`src/rtl/arm_pipe_ctrl_if.sv`:
```
// Pipeline-control bundle between the ARM pipeline datapath and arm_pipe_ctrl.
// The master is the datapath side; the slave is the control unit.
interface arm_pipe_ctrl_if #(
  parameter int unsigned REG_AW = 4,
  parameter int unsigned CNT_W  = 16
);
  logic [REG_AW-1:0] src1;
  logic [REG_AW-1:0] src2;
  logic              two_src;
  logic [REG_AW-1:0] exe_dest;
  logic              exe_wb_en;
  logic              exe_mem_r_en;
  logic [REG_AW-1:0] mem_dest;
  logic              mem_wb_en;
  logic              branch_taken;
  logic              mem_req;
  logic              mem_ready;
  logic              freeze_if_id;
  logic              freeze_all;
  logic              flush;
  logic [1:0]        sel_a;
  logic [1:0]        sel_b;
  logic              mem_err;
  logic [CNT_W-1:0]  haz_cnt;
  logic [CNT_W-1:0]  mem_cnt;

  modport master (
    output src1, src2, two_src, exe_dest, exe_wb_en, exe_mem_r_en,
           mem_dest, mem_wb_en, branch_taken, mem_req, mem_ready,
    input  freeze_if_id, freeze_all, flush, sel_a, sel_b, mem_err,
           haz_cnt, mem_cnt
  );

  modport slave (
    input  src1, src2, two_src, exe_dest, exe_wb_en, exe_mem_r_en,
           mem_dest, mem_wb_en, branch_taken, mem_req, mem_ready,
    output freeze_if_id, freeze_all, flush, sel_a, sel_b, mem_err,
           haz_cnt, mem_cnt
  );
endinterface

```
`src/rtl/arm_pipe_ctrl.sv`:
```
// Pipeline control for the five-stage ARM core: hazard stall, forwarding
// selects, memory-wait freeze with timeout, and saturating stall counters.
module arm_pipe_ctrl #(
  parameter int unsigned REG_AW  = 4,
  parameter int unsigned FWD_EN  = 1,
  parameter int unsigned TO_W    = 8,
  parameter int unsigned TIMEOUT = 200,
  parameter int unsigned CNT_W   = 16
) (
  input logic             clk,
  input logic             rst,
  arm_pipe_ctrl_if.slave  bus
);

  localparam bit FWD_ON = (FWD_EN != 0);

  typedef enum logic [1:0] {
    ST_RUN  = 2'd0,
    ST_WAIT = 2'd1,
    ST_ERR  = 2'd2
  } state_e;

  state_e            state, state_nxt;
  logic [TO_W-1:0]   to_cnt, to_cnt_nxt;
  logic              err_set;
  logic              mem_err_q;
  logic [1:0]        sel_a_q, sel_b_q, sel_a_nxt, sel_b_nxt;
  logic [CNT_W-1:0]  haz_cnt_q, mem_cnt_q;

  logic m1_exe, m2_exe, m1_mem, m2_mem;
  logic raw, wait_allowed, freeze_all, freeze_if_id, flush, fwd_exe;

  // Source-register matches against the EXE and MEM producers
  assign m1_exe = (bus.src1 == bus.exe_dest);
  assign m2_exe = bus.two_src & (bus.src2 == bus.exe_dest);
  assign m1_mem = (bus.src1 == bus.mem_dest);
  assign m2_mem = bus.two_src & (bus.src2 == bus.mem_dest);

  // With forwarding only a load in EXE cannot be bypassed
  always_comb begin
    raw = 1'b0;
    if (FWD_ON)
      raw = bus.exe_wb_en & bus.exe_mem_r_en & (m1_exe | m2_exe);
    else
      raw = (bus.exe_wb_en & (m1_exe | m2_exe)) |
            (bus.mem_wb_en & (m1_mem | m2_mem));
  end

  assign wait_allowed = (state == ST_RUN) |
                        ((state == ST_WAIT) & (to_cnt < TO_W'(TIMEOUT)));
  assign freeze_all   = bus.mem_req & ~bus.mem_ready & wait_allowed;
  assign freeze_if_id = raw & ~bus.branch_taken & ~freeze_all;
  assign flush        = bus.branch_taken & ~freeze_all;
  assign fwd_exe      = bus.exe_wb_en & ~bus.exe_mem_r_en;

  // Memory-wait FSM: next state and timeout counter
  always_comb begin
    state_nxt  = state;
    to_cnt_nxt = to_cnt;
    err_set    = 1'b0;
    unique case (state)
      ST_RUN: begin
        if (bus.mem_req & ~bus.mem_ready) begin
          state_nxt  = ST_WAIT;
          to_cnt_nxt = TO_W'(1);
        end
      end
      ST_WAIT: begin
        if (~bus.mem_req | bus.mem_ready) begin
          state_nxt  = ST_RUN;
          to_cnt_nxt = '0;
        end else if (to_cnt == TO_W'(TIMEOUT)) begin
          state_nxt  = ST_ERR;
          to_cnt_nxt = '0;
          err_set    = 1'b1;
        end else begin
          to_cnt_nxt = to_cnt + TO_W'(1);
        end
      end
      ST_ERR: begin
        if (~bus.mem_req) state_nxt = ST_RUN;
      end
      default: begin
        state_nxt  = ST_RUN;
        to_cnt_nxt = '0;
      end
    endcase
  end

  // Forwarding selects; the EXE producer is younger than MEM and wins
  always_comb begin
    sel_a_nxt = 2'd0;
    sel_b_nxt = 2'd0;
    if (FWD_ON && !(flush || freeze_if_id)) begin
      if (fwd_exe & m1_exe)              sel_a_nxt = 2'd1;
      else if (bus.mem_wb_en & m1_mem)   sel_a_nxt = 2'd2;
      if (fwd_exe & m2_exe)              sel_b_nxt = 2'd1;
      else if (bus.mem_wb_en & m2_mem)   sel_b_nxt = 2'd2;
    end
  end

  always_ff @(posedge clk or negedge rst) begin
    if (!rst) begin
      state     <= ST_RUN;
      to_cnt    <= '0;
      mem_err_q <= 1'b0;
      sel_a_q   <= 2'd0;
      sel_b_q   <= 2'd0;
      haz_cnt_q <= '0;
      mem_cnt_q <= '0;
    end else begin
      state  <= state_nxt;
      to_cnt <= to_cnt_nxt;
      if (err_set) mem_err_q <= 1'b1;
      if (!freeze_all) begin
        sel_a_q <= sel_a_nxt;
        sel_b_q <= sel_b_nxt;
      end
      if (freeze_if_id && (haz_cnt_q != {CNT_W{1'b1}}))
        haz_cnt_q <= haz_cnt_q + CNT_W'(1);
      if (freeze_all && (mem_cnt_q != {CNT_W{1'b1}}))
        mem_cnt_q <= mem_cnt_q + CNT_W'(1);
    end
  end

  assign bus.freeze_all   = freeze_all;
  assign bus.freeze_if_id = freeze_if_id;
  assign bus.flush        = flush;
  assign bus.sel_a        = sel_a_q;
  assign bus.sel_b        = sel_b_q;
  assign bus.mem_err      = mem_err_q;
  assign bus.haz_cnt      = haz_cnt_q;
  assign bus.mem_cnt      = mem_cnt_q;

endmodule

```
`src/flat_wrapper.sv`:
```
// flat-port wrapper written by rule: the top's interface ports become plain ports
module arm_pipe_ctrl_flat 
#(
  parameter int unsigned REG_AW  = 4,
  parameter int unsigned FWD_EN  = 1,
  parameter int unsigned TO_W    = 8,
  parameter int unsigned TIMEOUT = 200,
  parameter int unsigned CNT_W   = 16
)
  (clk, rst, bus_src1, bus_src2, bus_two_src, bus_exe_dest, bus_exe_wb_en, bus_exe_mem_r_en, bus_mem_dest, bus_mem_wb_en, bus_branch_taken, bus_mem_req, bus_mem_ready, bus_freeze_if_id, bus_freeze_all, bus_flush, bus_sel_a, bus_sel_b, bus_mem_err, bus_haz_cnt, bus_mem_cnt);
  arm_pipe_ctrl_if #(.REG_AW(REG_AW), .CNT_W(CNT_W)) bus_i ();
  input logic clk;
  input logic rst;
  input wire logic [$bits(bus_i.src1)-1:0] bus_src1;
  input wire logic [$bits(bus_i.src2)-1:0] bus_src2;
  input wire logic [$bits(bus_i.two_src)-1:0] bus_two_src;
  input wire logic [$bits(bus_i.exe_dest)-1:0] bus_exe_dest;
  input wire logic [$bits(bus_i.exe_wb_en)-1:0] bus_exe_wb_en;
  input wire logic [$bits(bus_i.exe_mem_r_en)-1:0] bus_exe_mem_r_en;
  input wire logic [$bits(bus_i.mem_dest)-1:0] bus_mem_dest;
  input wire logic [$bits(bus_i.mem_wb_en)-1:0] bus_mem_wb_en;
  input wire logic [$bits(bus_i.branch_taken)-1:0] bus_branch_taken;
  input wire logic [$bits(bus_i.mem_req)-1:0] bus_mem_req;
  input wire logic [$bits(bus_i.mem_ready)-1:0] bus_mem_ready;
  output wire logic [$bits(bus_i.freeze_if_id)-1:0] bus_freeze_if_id;
  output wire logic [$bits(bus_i.freeze_all)-1:0] bus_freeze_all;
  output wire logic [$bits(bus_i.flush)-1:0] bus_flush;
  output wire logic [$bits(bus_i.sel_a)-1:0] bus_sel_a;
  output wire logic [$bits(bus_i.sel_b)-1:0] bus_sel_b;
  output wire logic [$bits(bus_i.mem_err)-1:0] bus_mem_err;
  output wire logic [$bits(bus_i.haz_cnt)-1:0] bus_haz_cnt;
  output wire logic [$bits(bus_i.mem_cnt)-1:0] bus_mem_cnt;
  assign bus_i.src1 = bus_src1;
  assign bus_i.src2 = bus_src2;
  assign bus_i.two_src = bus_two_src;
  assign bus_i.exe_dest = bus_exe_dest;
  assign bus_i.exe_wb_en = bus_exe_wb_en;
  assign bus_i.exe_mem_r_en = bus_exe_mem_r_en;
  assign bus_i.mem_dest = bus_mem_dest;
  assign bus_i.mem_wb_en = bus_mem_wb_en;
  assign bus_i.branch_taken = bus_branch_taken;
  assign bus_i.mem_req = bus_mem_req;
  assign bus_i.mem_ready = bus_mem_ready;
  assign bus_freeze_if_id = bus_i.freeze_if_id;
  assign bus_freeze_all = bus_i.freeze_all;
  assign bus_flush = bus_i.flush;
  assign bus_sel_a = bus_i.sel_a;
  assign bus_sel_b = bus_i.sel_b;
  assign bus_mem_err = bus_i.mem_err;
  assign bus_haz_cnt = bus_i.haz_cnt;
  assign bus_mem_cnt = bus_i.mem_cnt;
  arm_pipe_ctrl #(.REG_AW(REG_AW), .FWD_EN(FWD_EN), .TO_W(TO_W), .TIMEOUT(TIMEOUT), .CNT_W(CNT_W)) u_core (.clk(clk), .rst(rst), .bus(bus_i));
endmodule
```
`config.mk`:
```
export PLATFORM = sky130hd
export DESIGN_NAME = arm_pipe_ctrl_flat
export DESIGN_NICKNAME = d
export VERILOG_FILES = /design/src/rtl/arm_pipe_ctrl_if.sv /design/src/rtl/arm_pipe_ctrl.sv /design/src/flat_wrapper.sv
export SDC_FILE = /design/constraint.sdc
export NUM_CORES = 1
export LEC_CHECK = 0
export CAP_MARGIN = 30
export CORE_MARGIN = 3
export CORE_UTILIZATION = 40
export CTS_BUF_LIST = sky130_fd_sc_hd__clkbuf_8
export DETAILED_ROUTE_END_ITERATION = 8
export PLACE_DENSITY = 0.69
export SETUP_SLACK_MARGIN = 0.3
export SYNTH_ARGS = -nofsm -noshare
export SYNTH_HDL_FRONTEND = slang
export SYNTH_SLANG_ARGS = --single-unit
```
`constraint.sdc`:
```
create_clock -name clk -period 2 [get_ports clk]
set_clock_uncertainty 0.05 [all_clocks]
set_input_delay 0.4 -clock clk [delete_from_list [all_inputs] [get_ports clk]]
set_output_delay 0.4 -clock clk [all_outputs]
set_load 0.1 [all_outputs]
```
## Yosys cells after proc, flatten, opt, wreduce, memory -nomap -nowiden

Index checks and enable logic that the tools add are counted.

- Register bits: 47
- Input bits: 25
- Output and inout port bits: 40
- Logic and storage cells: 71

- Add/sub/neg operators: 3
- Magnitude comparators: 1
- Equality and inequality tests: 12
- Muxes and demuxes: 18
- Bitwise operators: 24
- Reduce and logical (&&, ||, !) cells: 6

Operators by type and width:

| cell | number |
|---|---|
| adder 16 x 1 -> 16 bit, second input constant | 2 |
| != test 16 bit, second input constant | 2 |
| 2-to-1 mux 8 bit | 3 |
| case mux 8 bit (3 select lines) | 1 |
| 2-to-1 mux 2 bit | 10 |
| equality test 4 bit | 4 |
| bitwise AND 1 bit | 15 |
| adder 8 x 1 -> 8 bit, second input constant | 1 |
| equality test 8 bit, second input constant | 1 |
| < comparator 8 bit, second input constant | 1 |
| inverter 1 bit | 6 |
| case mux 2 bit (3 select lines) | 1 |
| != test 2 bit, second input constant | 2 |
| 2-to-1 mux 1 bit | 3 |
| != test 3 bit, second input constant | 1 |
| bitwise OR 1 bit | 3 |
| AND reduction 3 bit | 1 |
| equality test 2 x 1 -> 1 bit, second input constant | 1 |
| equality test 2 bit, second input constant | 1 |
| logical AND 1 bit | 2 |
| zero test 2 bit | 1 |
| AND reduction 2 bit | 1 |
| logical OR 1 bit | 1 |

## Logic depth before layout (Yosys ltp)

Gate-level depths: netlist (run 1).

- Word-level depth: 8
- Gate-level depth with buffers: 7
- Depth with buffers taken out: 7

## Worst setup path before layout (run 1)

OpenSTA, ideal clock, no wires.

- Path kind: reg2out
- From: register u_core.to_cnt[6]
- To: output bus_flush
- Arrival: 2.559 ns
- Slack: -1.009 ns
- Stages on the path, launching flop included: 5
- Buffers on the path: 2
- Cells stage by stage: dfrtp_1 clkbuf_1 a41oi_4 buf_2 nor2b_1

- Word-level cells in the longest chain between the ends: 6

RTL lines:

| item | line | RTL |
|---|---|---|
| start, declared | arm_pipe_ctrl.sv:24 | `logic [TO_W-1:0] to_cnt, to_cnt_nxt;` |
| start signal, assigned | arm_pipe_ctrl.sv:113 | `to_cnt <= to_cnt_nxt;` |
| < comparator 8 bit | arm_pipe_ctrl.sv:50 | `((state == ST_WAIT) & (to_cnt < TO_W'(TIMEOUT)));` |
| bitwise AND 1 bit | arm_pipe_ctrl.sv:50 |  |
| bitwise OR 1 bit | arm_pipe_ctrl.sv:49 | `assign wait_allowed = (state == ST_RUN) \|` |
| bitwise AND 1 bit | arm_pipe_ctrl.sv:51 | `assign freeze_all = bus.mem_req & ~bus.mem_ready & wait_allowed;` |
| net bus_freeze_all | flat_wrapper.sv:26 | `output wire logic [$bits(bus_i.freeze_all)-1:0] bus_freeze_all;` |
| inverter 1 bit | arm_pipe_ctrl.sv:53 | `assign flush = bus.branch_taken & ~freeze_all;` |
| bitwise AND 1 bit | arm_pipe_ctrl.sv:53 |  |
| end, declared | flat_wrapper.sv:27 | `output wire logic [$bits(bus_i.flush)-1:0] bus_flush;` |

The timed path passes the listed nets, and every way through them passes these cells.

## Worst setup path in the final report (run 1)

- From: register u_core.state[1]
- To: output bus_freeze_if_id

- Word-level cells in the longest chain between the ends: 6

RTL lines:

| item | line | RTL |
|---|---|---|
| start, declared | arm_pipe_ctrl.sv:23 | `state_e state, state_nxt;` |
| start signal, assigned | arm_pipe_ctrl.sv:112 | `state <= state_nxt;` |
| equality test 2 x 1 -> 1 bit | arm_pipe_ctrl.sv:50 |  |
| bitwise AND 1 bit | arm_pipe_ctrl.sv:50 |  |
| bitwise OR 1 bit * | arm_pipe_ctrl.sv:49 |  |
| bitwise AND 1 bit * | arm_pipe_ctrl.sv:51 |  |
| inverter 1 bit * | arm_pipe_ctrl.sv:52 | `assign freeze_if_id = raw & ~bus.branch_taken & ~freeze_all;` |
| bitwise AND 1 bit * | arm_pipe_ctrl.sv:52 |  |
| end, declared | flat_wrapper.sv:25 | `output wire logic [$bits(bus_i.freeze_if_id)-1:0] bus_freeze_if_id;` |

Every way passes the cells marked *; elsewhere a longest branch is shown, timed or not.

==> run_summary.xml, run 1 <==
<?xml version="1.0" encoding="UTF-8"?>
<metrics>
  <group name="run_status">
    <metric name="outcome" unit="">finished with violations</metric>
    <metric name="failed_checks" unit="">negative setup slack</metric>
  </group>
  <group name="clock_network">
    <metric name="htree_num_levels" unit="">2</metric>
    <metric name="cts_buffer_depth" unit="">2</metric>
    <metric name="numClockSinks" unit="">47</metric>
    <metric name="cts.clk_slew.worst_paths" unit="ns">0.09</metric>
    <metric name="cts_made_buffers" unit="">5</metric>
    <metric name="tritoncts" unit="">done</metric>
    <metric name="clk-insertion-delay-late" unit="ns">0.30</metric>
    <metric name="postCtsHoldBufs" unit="">0</metric>
    <metric name="clock-root-buffer" unit="">sky130_fd_sc_hd__clkbuf_8</metric>
  </group>
  <group name="timing">
    <metric name="report.final.setup_viol" unit="">22</metric>
    <metric name="report.final.hold_viol_count" unit="">0</metric>
    <metric name="min_period" unit="ns">2.24</metric>
    <metric name="rsz0062_at_grt" unit="">true</metric>
    <metric name="finalWorstSetupSlack" unit="ns">-0.241</metric>
    <metric name="timing.final.crit_share" unit="">1.12</metric>
    <metric name="clock.fmax" unit="GHz">0.446</metric>
    <metric name="relSlewSlack" unit="">0.657</metric>
    <metric name="timing_max_transition_violations_final" unit="">0</metric>
    <metric name="slew_of_the_pin_with_the_lowest_slew_margin" unit="ns">0.514</metric>
  </group>
  <group name="critical_path">
    <metric name="cp_cell_sequence" unit="">or3b_4 &gt; a41oi_4 &gt; buf_12 &gt; nor3_4 &gt; and2_4 &gt; buf_12</metric>
    <metric name="path_common_cell" unit="">sky130_fd_sc_hd__buf_12</metric>
    <metric name="slowest_stage_delay_on_critical_path" unit="ns">0.40</metric>
    <metric name="cp.required" unit="ns">1.55</metric>
    <metric name="cp-end-kind" unit="">output port</metric>
    <metric name="critical_path_peak_fanout" unit="">4</metric>
    <metric name="r2r-start" unit="">u_core.state[1]$_DFFE_PN0P_</metric>
    <metric name="worstSetupPathType" unit="">reg -&gt; out</metric>
    <metric name="slowest_stage" unit="">sky130_fd_sc_hd__or3b_4</metric>
    <metric name="critical_path.startpoint_type" unit="">register</metric>
    <metric name="arrival" unit="ns">1.79</metric>
    <metric name="timing.critical_path.from" unit="">u_core.state[1]$_DFFE_PN0P_</metric>
  </group>
  <group name="detailed_routing">
    <metric name="dr.first_iter.drc_count" unit="">101</metric>
    <metric name="routedWlPerCell" unit="µm">15.5</metric>
    <metric name="number_of_detailed_route_iterations_in_the_first_pass" unit="">4</metric>
    <metric name="totalWireLength" unit="µm">6980</metric>
    <metric name="routed_vias" unit="">2375</metric>
    <metric name="ant_nets" unit="">0</metric>
    <metric name="drc" unit="">0</metric>
    <metric name="route.detailed.vias_per_inst" unit="">5.27</metric>
  </group>
  <group name="placement">
    <metric name="place.gp.congestion" unit="">0.798</metric>
    <metric name="io_buffers" unit="">64</metric>
    <metric name="post-place-cells" unit="">425</metric>
    <metric name="post-dp-hpwl" unit="µm">5160</metric>
    <metric name="placement.cell_area" unit="µm²">4180</metric>
  </group>
  <group name="synth">
    <metric name="syn_area_per_cell" unit="µm²">10.3</metric>
    <metric name="post_synth_main_area_contributors" unit="">sky130_fd_sc_hd__dfrtp_1 46%, sky130_fd_sc_hd__xnor2_1 9.9%, sky130_fd_sc_hd__xor2_1 5.1%, sky130_fd_sc_hd__nand3_1 3.5%, sky130_fd_sc_hd__nand4_1 3.2%</metric>
    <metric name="synth_compound_area_frac" unit="">0.109</metric>
    <metric name="netlist.top_cell.by_area" unit="">sky130_fd_sc_hd__dfrtp_1</metric>
    <metric name="number_of_nets_produced_by_synthesis" unit="">277</metric>
    <metric name="synthesis.yosys.warnings" unit="">0</metric>
    <metric name="yosys.area_share.simple" unit="">0.226</metric>
    <metric name="yosysSeqAreaShare" unit="">0.459</metric>
    <metric name="combinational_family_with_the_most_area_after_synthesis" unit="">simple AND/OR/NAND/NOR gates</metric>
    <metric name="synth_edf_count" unit="">0</metric>
    <metric name="synth_xor_xnor_area_share" unit="">0.150</metric>
    <metric name="ys_types" unit="">47</metric>
    <metric name="synth_register_bits" unit="">47</metric>
    <metric name="synth-async-reset-ratio" unit="">1.00</metric>
    <metric name="synth_top_cell_area_share" unit="">0.459</metric>
    <metric name="yosys.area_share.adder" unit="">0.0195</metric>
    <metric name="mux_contribution_to_synthesized_area" unit="">0.0220</metric>
    <metric name="synth-main-ff-cell" unit="">sky130_fd_sc_hd__dfrtp_1</metric>
    <metric name="synth_cells" unit="">248</metric>
    <metric name="synth.cell_area" unit="µm²">2560</metric>
  </group>
  <group name="global_route">
    <metric name="grt-ovfl-total" unit="">0</metric>
    <metric name="grt_max_degree" unit="">28</metric>
    <metric name="grt_first_pass_wirelength" unit="µm">11900</metric>
    <metric name="grt_antenna_before_repair" unit="">0</metric>
    <metric name="grt_pass1_vias" unit="">2495</metric>
    <metric name="track_usage" unit="">0.199</metric>
  </group>
  <group name="layout">
    <metric name="stdcell_count" unit="">451</metric>
    <metric name="n_antenna_cell" unit="">0</metric>
    <metric name="fin_util" unit="">0.760</metric>
    <metric name="fillers" unit="">408</metric>
    <metric name="syn_to_final_growth" unit="%">79.7</metric>
    <metric name="num-nets-final" unit="">404</metric>
    <metric name="layout.cells.most_common" unit="">sky130_fd_sc_hd__buf_4</metric>
    <metric name="layout.cells.most_common_list" unit="">50 x sky130_fd_sc_hd__buf_4, 37 x sky130_fd_sc_hd__buf_12, 27 x sky130_fd_sc_hd__xnor2_1</metric>
    <metric name="post-route-cell-area" unit="µm²">4610</metric>
    <metric name="post_route_cells_drive_above_1_share" unit="">0.527</metric>
  </group>
  <group name="pwr">
    <metric name="ir_drop" unit="mV">1.00</metric>
    <metric name="swShare" unit="">0.398</metric>
    <metric name="cellLeakagePower" unit="nW">1.89</metric>
    <metric name="combinationalPowerShare" unit="">0.421</metric>
    <metric name="internal_power" unit="mW">1.90</metric>
    <metric name="switching_power" unit="mW">1.25</metric>
    <metric name="pwr_density_cell" unit="nW/µm²">683</metric>
    <metric name="design_power_total" unit="mW">3.15</metric>
    <metric name="power_frac_seq" unit="">0.379</metric>
    <metric name="power.clock.fraction" unit="">0.201</metric>
  </group>
  <group name="die">
    <metric name="row_count" unit="">28</metric>
    <metric name="pin_count" unit="">65</metric>
    <metric name="die_outline_height" unit="µm">86.1</metric>
    <metric name="die-area" unit="µm²">7410</metric>
    <metric name="die_w" unit="µm">86.1</metric>
    <metric name="core_area" unit="µm²">6060</metric>
    <metric name="start_util" unit="">0.423</metric>
  </group>
  <group name="hold_path">
    <metric name="hold_path_class" unit="">in -&gt; async</metric>
  </group>
  <group name="job">
    <metric name="max_cap_violation_count" unit="">0</metric>
  </group>
</metrics>
through the flow:
stage	worst slack [ns]	TNS, ns	hold slack, ns
2_1_floorplan	-0.0718	-0.0879	0.0544
3_3_place_gp	-0.520	-14.92	0.349
3_5_place_dp	-0.549	-16.31	0.349
4_1_cts	-0.246	-0.954	0.0174
5_1_grt	-0.305	-3.92	0.0460
6_report	-0.241	-1.81	0.00608
cell families (layout without fill, tap and decap cells):
group,Yosys count,after routing
AND/OR/NAND/NOR,106,106
flip-flops,47,47
XOR/XNOR,44,44
AO/OA/AOI/OAI,33,33
buffers and inverters,9,137
multiplexers,5,5
adder cells (fa/ha/maj),4,4
power groups by stage:
stage          Sequential (mW)  Clock (mW)  Combinational [mW]
2_1_floorplan             1.68           0               0.239
6_report                  1.19       0.631                1.32
5_1_grt                   1.21       0.682                1.39
3_5_place_dp              1.22           0                1.25
4_1_cts                   1.19       0.643                1.31
3_3_place_gp              1.21           0                1.24
final cells by class:
cell class              count  area, µm²  share of cell area
well taps                  75       93.8              0.0204
repair buffers            123       1470               0.319
inverters                   6       22.5             0.00489
multi-input cells         192       1640               0.356
clock inverters             2       16.3             0.00353
flip-flops and latches     47       1280               0.278
clock buffers               6       82.6              0.0179
synth_stat cells (4+ instances only):
cell type                  instances
sky130_fd_sc_hd__and3_1            6
sky130_fd_sc_hd__dfrtp_1          47
sky130_fd_sc_hd__ha_1              4
sky130_fd_sc_hd__inv_1             6
sky130_fd_sc_hd__nand2_1          20
sky130_fd_sc_hd__nand2b_1          5
sky130_fd_sc_hd__nand3_1          18
sky130_fd_sc_hd__nand4_1          13
sky130_fd_sc_hd__nor2_1           16
sky130_fd_sc_hd__nor3_1            6
sky130_fd_sc_hd__o21ai_0          10
sky130_fd_sc_hd__o31ai_1           5
sky130_fd_sc_hd__xnor2_1          29
sky130_fd_sc_hd__xor2_1           15
sequential cells by signal, indices dropped and copies added, names as in the netlist:
| register | flops |
|---|---|
| u_core.bus.haz_cnt | 16 |
| u_core.bus.mem_cnt | 16 |
| u_core.to_cnt | 8 |
| u_core.bus.sel_a | 2 |
| u_core.bus.sel_b | 2 |
| u_core.state | 2 |
| u_core.bus.mem_err | 1 |
metal layers:
metal  up-vias  share of wire  track usage
li1       1140              -            -
met1      1165           0.42        0.260
met2        60           0.52        0.343
met3        10          0.043       0.0355
met4         0          0.012       0.0460
met5         -              0            0
worst max-delay path: cells and delay by family (launching register included):
family / cells / cell delay [ns]
AO/OA/AOI/OAI: 1 / 0.21
buffers and inverters: 2 / 0.30
flip-flops: 1 / 0.39
AND/OR/NAND/NOR: 3 / 0.59
path summary, 6_finish.rpt:
| check | endpoint | slack, ns | cells after the start |
|---|---|---|---|
| min in group clk | u_core.bus.mem_err$_DFFE_PN0P_ | 0.44 | 1 |
| hold / removal | u_core.bus.haz_cnt[6]$_DFFE_PN0P_ | 0.006 | 1 |
| setup / recovery | bus_freeze_if_id | -0.24 | 6 |
| hold reg to reg | u_core.bus.mem_err$_DFFE_PN0P_ | 0.44 | 1 |
| setup reg to reg | u_core.bus.mem_cnt[15]$_DFFE_PN0P_ | -0.18 | 9 |
| max in group asynchronous | u_core.bus.mem_cnt[15]$_DFFE_PN0P_ | 1.35 | 2 |
timing repair:
item	in CTS	in global routing
gates cloned	1	1
setup buffers	12	4
setup endpoints to repair	46	46
pin swaps	28	15
resized for setup	50	23
Note: power is estimated with default switching activity, not from simulation.
==> run 2: changes to the inputs <==
- CORE_UTILIZATION: 40 -> 46
- PLACE_DENSITY: 0.69 -> 0.78
==> run 2 against run 1 <==
  * First-iteration DRC count rose to 2.6 times the previous value
  * Maximum frequency is 4.0% lower
  * Sequential power rose by 5%
  * The run still ends with negative setup slack left
  * Register-to-register slack worse by 0.08 ns
  * Cell count shrank 0.44%
  * Wire length up 50%
  * Largest power group unchanged
  * Critical path depth unchanged
  * Worst setup slack worse by 0.094 ns
  * Sequential share of layout area decreased by 0.67 points
==> run_summary.xml, run 2 (synthesized netlist as in run 1, its figures left out) <==
<?xml version="1.0" encoding="UTF-8"?>
<metrics>
  <group name="layout">
    <metric name="num-nets-final" unit="">407</metric>
    <metric name="layout.area.seq" unit="µm²">1280</metric>
    <metric name="multi_input_area" unit="µm²">1710</metric>
    <metric name="n_antenna_cell" unit="">0</metric>
    <metric name="stdcell_count" unit="">449</metric>
    <metric name="layout.cells.most_common_list" unit="">44 x sky130_fd_sc_hd__buf_4, 37 x sky130_fd_sc_hd__buf_12, 26 x sky130_fd_sc_hd__dfrtp_4</metric>
    <metric name="fin_util" unit="">0.903</metric>
    <metric name="syn_to_final_growth" unit="%">84.5</metric>
    <metric name="fillers" unit="">200</metric>
    <metric name="layout.cells.most_common" unit="">sky130_fd_sc_hd__buf_4</metric>
    <metric name="post_route_cells_drive_above_1_share" unit="">0.538</metric>
  </group>
  <group name="global_route">
    <metric name="grt-ovfl-total" unit="">0</metric>
    <metric name="grt_pass1_vias" unit="">2732</metric>
    <metric name="grt_antenna_before_repair" unit="">0</metric>
    <metric name="gr-usage-met1" unit="">0.331</metric>
    <metric name="grt_first_pass_wirelength" unit="µm">13800</metric>
    <metric name="grt_max_degree" unit="">28</metric>
    <metric name="fraction_of_met2_tracks_used_by_global_routing" unit="">0.500</metric>
    <metric name="track_usage" unit="">0.275</metric>
    <metric name="globalRouteMet3Util" unit="">0.0538</metric>
    <metric name="top_usage_layer" unit="">met2</metric>
  </group>
  <group name="placement">
    <metric name="post-place-cells" unit="">412</metric>
    <metric name="io_buffers" unit="">64</metric>
    <metric name="post-dp-hpwl" unit="µm">5320</metric>
    <metric name="place.gp.congestion" unit="">0.810</metric>
  </group>
  <group name="timing">
    <metric name="clock.fmax" unit="GHz">0.428</metric>
    <metric name="report.final.hold_viol_count" unit="">0</metric>
    <metric name="rsz0062_at_grt" unit="">true</metric>
    <metric name="min_period" unit="ns">2.33</metric>
    <metric name="timing_max_transition_violations_final" unit="">0</metric>
    <metric name="slew_of_the_pin_with_the_lowest_slew_margin" unit="ns">0.520</metric>
    <metric name="finalWorstSetupSlack" unit="ns">-0.335</metric>
    <metric name="report.final.setup_viol" unit="">31</metric>
    <metric name="timing.final.crit_share" unit="">1.17</metric>
    <metric name="relSlewSlack" unit="">0.653</metric>
  </group>
  <group name="clock_network">
    <metric name="cts.clk_slew.worst_paths" unit="ns">0.09</metric>
    <metric name="clock-root-buffer" unit="">sky130_fd_sc_hd__clkbuf_8</metric>
    <metric name="cts_made_buffers" unit="">5</metric>
    <metric name="clk-insertion-delay-late" unit="ns">0.30</metric>
    <metric name="tritoncts" unit="">done</metric>
    <metric name="htree_num_levels" unit="">2</metric>
    <metric name="numClockSinks" unit="">47</metric>
    <metric name="cts_buffer_depth" unit="">2</metric>
  </group>
  <group name="critical_path">
    <metric name="cp-end-kind" unit="">output port</metric>
    <metric name="critical_path.startpoint_type" unit="">register</metric>
    <metric name="critical_path_peak_fanout" unit="">3</metric>
    <metric name="worstSetupPathType" unit="">reg -&gt; out</metric>
    <metric name="arrival" unit="ns">1.88</metric>
    <metric name="cp.required" unit="ns">1.55</metric>
  </group>
  <group name="die">
    <metric name="row_count" unit="">26</metric>
    <metric name="core_area" unit="µm²">5240</metric>
    <metric name="start_util" unit="">0.489</metric>
    <metric name="pin_count" unit="">65</metric>
    <metric name="die_outline_height" unit="µm">80.7</metric>
    <metric name="die-area" unit="µm²">6510</metric>
    <metric name="die_w" unit="µm">80.7</metric>
  </group>
  <group name="pwr">
    <metric name="cellLeakagePower" unit="nW">1.95</metric>
    <metric name="combinationalPowerShare" unit="">0.423</metric>
    <metric name="internal_power" unit="mW">1.90</metric>
    <metric name="swShare" unit="">0.414</metric>
    <metric name="switching_power" unit="mW">1.34</metric>
    <metric name="ir_drop" unit="mV">1.05</metric>
    <metric name="pwr_density_cell" unit="nW/µm²">685</metric>
    <metric name="power_frac_seq" unit="">0.387</metric>
    <metric name="power.clock.fraction" unit="">0.190</metric>
  </group>
  <group name="run_status">
    <metric name="outcome" unit="">finished with violations</metric>
    <metric name="failed_checks" unit="">negative setup slack</metric>
  </group>
  <group name="detailed_routing">
    <metric name="totalWireLength" unit="µm">10400</metric>
    <metric name="number_of_detailed_route_iterations_in_the_first_pass" unit="">5</metric>
    <metric name="dr.first_iter.drc_count" unit="">267</metric>
    <metric name="route.detailed.vias_per_inst" unit="">6.11</metric>
    <metric name="ant_nets" unit="">0</metric>
    <metric name="routedWlPerCell" unit="µm">23.2</metric>
    <metric name="drc" unit="">0</metric>
    <metric name="routed_vias" unit="">2742</metric>
  </group>
  <group name="job">
    <metric name="max_cap_violation_count" unit="">0</metric>
  </group>
  <group name="hold_path">
    <metric name="hold_path_class" unit="">in -&gt; async</metric>
  </group>
</metrics>
## run 2: cell count changes in the layout (fill, tap and decap cells not counted), sizes merged
cell	change
bufbuf	+1
clkbuf	-1
clkdlybuf4s15	-2
clkinvlp	-1
dlygate4sd2	+4
inv	+1
o31ai	+1
## run 2: stage by stage
stage	hold WS (ns)	cell area [µm²]	setup TNS, ns	power, mW	worst slack, ns
floorplan	0.0544	2830	-0.0879	1.92	-0.0718
global placement	0.339	4110	-13.60	2.42	-0.462
detailed placement	0.344	4110	-15.20	2.45	-0.485
CTS	0.0178	4460	-3.25	3.10	-0.242
global route	0.0261	4730	-5.58	3.33	-0.348
finish	0.00668	4730	-4.66	3.24	-0.335
## run 2: worst paths after layout
path                                                 start                            endpoint  slack (ns)  cells past startpoint
max                            u_core.state[1]$_DFFE_PN0P_                    bus_freeze_if_id       -0.33                      6
min                                                    rst   u_core.bus.haz_cnt[4]$_DFFE_PN0P_       0.007                      1
max reg2reg                    u_core.state[1]$_DFFE_PN0P_   u_core.bus.mem_cnt[5]$_DFFE_PN0P_       -0.26                      9
min reg2reg                u_core.bus.sel_a[1]$_DFFE_PN0N_     u_core.bus.sel_a[1]$_DFFE_PN0N_        0.46                      2
max in group asynchronous                              rst  u_core.bus.mem_cnt[13]$_DFFE_PN0P_        1.34                      2
min in group clk           u_core.bus.sel_a[1]$_DFFE_PN0N_     u_core.bus.sel_a[1]$_DFFE_PN0N_        0.46                      2
## run 2: routing by layer
metal | wire [µm] | vias up
li1 | - | 1147
met1 | 3700 | 1358
met2 | 5430 | 189
met3 | 762 | 48
met4 | 546 | 0
met5 | 0 | -
## run 2: power groups by stage
| stage | Clock, mW | Sequential, mW | Combinational, mW |
|---|---|---|---|
| 2_1_floorplan | 0 | 1.68 | 0.239 |
| 3_3_place_gp | 0 | 1.23 | 1.18 |
| 3_5_place_dp | 0 | 1.24 | 1.21 |
| 4_1_cts | 0.604 | 1.22 | 1.28 |
| 5_1_grt | 0.661 | 1.26 | 1.41 |
| 6_report | 0.617 | 1.25 | 1.37 |
## run 2: repair_timing
| action | 4_1_cts | 5_1_grt |
|---|---|---|
| endpoints found under the setup margin | 47 | 47 |
| pin swaps | 27 | 34 |
| resized for setup | 48 | 39 |
| hold buffers | 0 | 0 |
| gates cloned | 2 | 0 |
| endpoints found under the hold margin | 0 | 0 |
| setup buffers | 16 | 11 |
## run 2: cell type report
cell class | instances | share of cell area
sequential | 47 | 0.272
clock inverter | 2 | 0.00185
timing repair buffer | 125 | 0.324
tap | 70 | 0.0185
inverter | 6 | 0.00476
multi-input combinational | 193 | 0.362
clock buffer | 6 | 0.0175
## run 2: worst max-delay path: stages (launching register included)
cell and delay [ns]:
sky130_fd_sc_hd__dfrtp_1 0.41, sky130_fd_sc_hd__or3b_4 0.40, sky130_fd_sc_hd__a41oi_4 0.25, sky130_fd_sc_hd__buf_12 0.15
sky130_fd_sc_hd__nor3_4 0.04, sky130_fd_sc_hd__and2_4 0.17, sky130_fd_sc_hd__buf_12 0.16
==> run 3: changes to the inputs <==
- HOLD_SLACK_MARGIN: unset -> 0.1
==> run 3 against run 2 <==
  * The run still ends with negative setup slack left
  * Worst setup slack worse by 0.0082 ns
  * Utilization is 0.19 points higher
  * Flip-flop and latch count stayed put
  * Clock power hardly changed
  * Non-clock buffer count is 1 higher
  * Clock-buffer cell count stayed put
  * Total power is 0.18% higher
  * Global-route usage hardly changed
  * Largest cell class unchanged
  * Largest power group unchanged
  * Highest routed layer unchanged
==> run_summary.xml, run 3 (synthesized netlist as in run 1, its figures left out) <==
<?xml version="1.0" encoding="UTF-8"?>
<metrics>
  <group name="timing">
    <metric name="relSlewSlack" unit="">0.652</metric>
    <metric name="report.final.setup_viol" unit="">31</metric>
    <metric name="report.final.hold_viol_count" unit="">0</metric>
    <metric name="rsz0062_at_grt" unit="">true</metric>
    <metric name="clock.fmax" unit="GHz">0.427</metric>
    <metric name="min_period" unit="ns">2.34</metric>
    <metric name="slew_of_the_pin_with_the_lowest_slew_margin" unit="ns">0.522</metric>
    <metric name="finalWorstSetupSlack" unit="ns">-0.343</metric>
    <metric name="timing_max_transition_violations_final" unit="">0</metric>
    <metric name="timing.final.crit_share" unit="">1.17</metric>
  </group>
  <group name="clock_network">
    <metric name="tritoncts" unit="">done</metric>
    <metric name="cts_buffer_depth" unit="">2</metric>
    <metric name="clk-insertion-delay-late" unit="ns">0.31</metric>
    <metric name="clock-root-buffer" unit="">sky130_fd_sc_hd__clkbuf_8</metric>
    <metric name="cts.clk_slew.worst_paths" unit="ns">0.09</metric>
    <metric name="numClockSinks" unit="">47</metric>
    <metric name="htree_num_levels" unit="">2</metric>
    <metric name="cts_made_buffers" unit="">5</metric>
  </group>
  <group name="layout">
    <metric name="fillers" unit="">199</metric>
    <metric name="layout.cells.most_common_list" unit="">44 x sky130_fd_sc_hd__buf_4, 37 x sky130_fd_sc_hd__buf_12, 26 x sky130_fd_sc_hd__dfrtp_4</metric>
    <metric name="post-route-cell-area" unit="µm²">4740</metric>
    <metric name="fin_util" unit="">0.905</metric>
    <metric name="syn_to_final_growth" unit="%">84.9</metric>
    <metric name="num-nets-final" unit="">408</metric>
    <metric name="post_route_cells_drive_above_1_share" unit="">0.537</metric>
    <metric name="layout.cells.most_common" unit="">sky130_fd_sc_hd__buf_4</metric>
    <metric name="n_antenna_cell" unit="">0</metric>
  </group>
  <group name="hold_path">
    <metric name="hold_path_class" unit="">reg -&gt; reg</metric>
  </group>
  <group name="critical_path">
    <metric name="slowest_stage" unit="">sky130_fd_sc_hd__dfrtp_1</metric>
    <metric name="cp-end-kind" unit="">output port</metric>
    <metric name="critical_path.n_buffers_inverters" unit="">2</metric>
    <metric name="critical_path_peak_fanout" unit="">3</metric>
    <metric name="cp.required" unit="ns">1.55</metric>
    <metric name="slowest_stage_delay_on_critical_path" unit="ns">0.41</metric>
    <metric name="path_common_cell" unit="">sky130_fd_sc_hd__buf_12</metric>
    <metric name="critical_path.startpoint_type" unit="">register</metric>
    <metric name="arrival" unit="ns">1.89</metric>
    <metric name="worstSetupPathType" unit="">reg -&gt; out</metric>
    <metric name="cp_cell_sequence" unit="">or3b_4 &gt; a41oi_4 &gt; buf_12 &gt; nor3_4 &gt; and2_4 &gt; buf_12</metric>
    <metric name="critical-path-top-delay-family" unit="">simple AND/OR/NAND/NOR gates</metric>
  </group>
  <group name="global_route">
    <metric name="grt_pass1_vias" unit="">2744</metric>
    <metric name="grt-ovfl-total" unit="">0</metric>
    <metric name="grt_max_degree" unit="">28</metric>
    <metric name="grt_first_pass_wirelength" unit="µm">13800</metric>
    <metric name="grt_antenna_before_repair" unit="">0</metric>
    <metric name="track_usage" unit="">0.275</metric>
  </group>
  <group name="die">
    <metric name="start_util" unit="">0.489</metric>
    <metric name="die_outline_height" unit="µm">80.7</metric>
    <metric name="pin_count" unit="">65</metric>
    <metric name="die_w" unit="µm">80.7</metric>
    <metric name="row_count" unit="">26</metric>
    <metric name="core_area" unit="µm²">5240</metric>
    <metric name="die-area" unit="µm²">6510</metric>
  </group>
  <group name="pwr">
    <metric name="design_power_total" unit="mW">3.25</metric>
    <metric name="ir_drop" unit="mV">1.06</metric>
    <metric name="cellLeakagePower" unit="nW">1.95</metric>
    <metric name="pwr_density_cell" unit="nW/µm²">685</metric>
  </group>
  <group name="placement">
    <metric name="post-dp-hpwl" unit="µm">5320</metric>
    <metric name="place.gp.congestion" unit="">0.810</metric>
    <metric name="placement.cell_area" unit="µm²">4110</metric>
    <metric name="io_buffers" unit="">64</metric>
    <metric name="placement.setup.worst_slack" unit="ns">-0.485</metric>
  </group>
  <group name="detailed_routing">
    <metric name="totalWireLength" unit="µm">10500</metric>
    <metric name="detail_route.wirelength.met1" unit="µm">3720</metric>
    <metric name="routedWlPerCell" unit="µm">23.2</metric>
    <metric name="routed_vias" unit="">2730</metric>
    <metric name="ant_nets" unit="">0</metric>
    <metric name="dr.first_iter.drc_count" unit="">213</metric>
    <metric name="top_sig_layer" unit="">met4</metric>
    <metric name="met2RoutedLength" unit="µm">5480</metric>
    <metric name="route.detailed.vias_per_inst" unit="">6.07</metric>
    <metric name="drc" unit="">0</metric>
    <metric name="number_of_detailed_route_iterations_in_the_first_pass" unit="">5</metric>
    <metric name="met3_wirelength" unit="µm">691</metric>
  </group>
  <group name="job">
    <metric name="max_cap_violation_count" unit="">0</metric>
  </group>
  <group name="run_status">
    <metric name="outcome" unit="">finished with violations</metric>
    <metric name="failed_checks" unit="">negative setup slack</metric>
  </group>
</metrics>
run 3: cell count changes in the layout (fill, tap and decap cells not counted):
cell                            delta
sky130_fd_sc_hd__dlygate4sd3_1     +1
run 3: routing by layer:
layer,track usage,vias up
li1,-,1150
met1,0.331,1369
met2,0.502,163
met3,0.0538,48
met4,0.0659,0
met5,0,-
run 3: cell type report:
class	instances	area (µm²)	area share
flip-flops and latches	47	1280	0.271
repair buffers	126	1540	0.325
inverters	6	22.5	0.00475
clock inverters	2	8.76	0.00185
well taps	70	87.6	0.0185
multi-input cells	193	1710	0.361
clock buffers	6	82.6	0.0174
run 3: through the flow:
step                TNS [ns]  cells  hold slack [ns]
detailed placement    -15.20    412            0.344
finish                 -4.91    450            0.461
floorplan            -0.0879    248           0.0544
global placement      -13.60    412            0.339
CTS                    -3.25    439            0.430
global route           -5.61    450            0.462
run 3: worst paths after layout:
check                                                    start                                end  slack (ns)  cells past startpoint
worst max-delay path               u_core.state[1]$_DFFE_PN0P_                   bus_freeze_if_id       -0.34                      6
worst min-delay path            u_core.bus.mem_err$_DFFE_PN0P_     u_core.bus.mem_err$_DFFE_PN0P_        0.46                      1
worst max register to register     u_core.state[1]$_DFFE_PN0P_  u_core.bus.mem_cnt[5]$_DFFE_PN0P_       -0.27                      9
worst min register to register  u_core.bus.mem_err$_DFFE_PN0P_     u_core.bus.mem_err$_DFFE_PN0P_        0.46                      1
max in group asynchronous                                  rst  u_core.bus.mem_cnt[1]$_DFFE_PN0P_        0.80                      3
min in group asynchronous                                  rst  u_core.bus.haz_cnt[4]$_DFFE_PN0P_        0.55                      2
run 3: timing repair:
action                     CTS  global route
hold endpoints to repair    20             0
buffers inserted            16            11
pin swaps                   27            34
setup endpoints to repair   47            47
gates cloned                 2             0
gates resized for setup     48            39
hold buffers                 1             0
run 3: report_power, final:
part / total, mW / internal (mW) / switching (mW)
combinational: 1.37 / 0.560 / 0.814
clock: 0.620 / 0.275 / 0.345
sequential: 1.25 / 1.07 / 0.189
total: 3.25 / 1.90 / 1.35
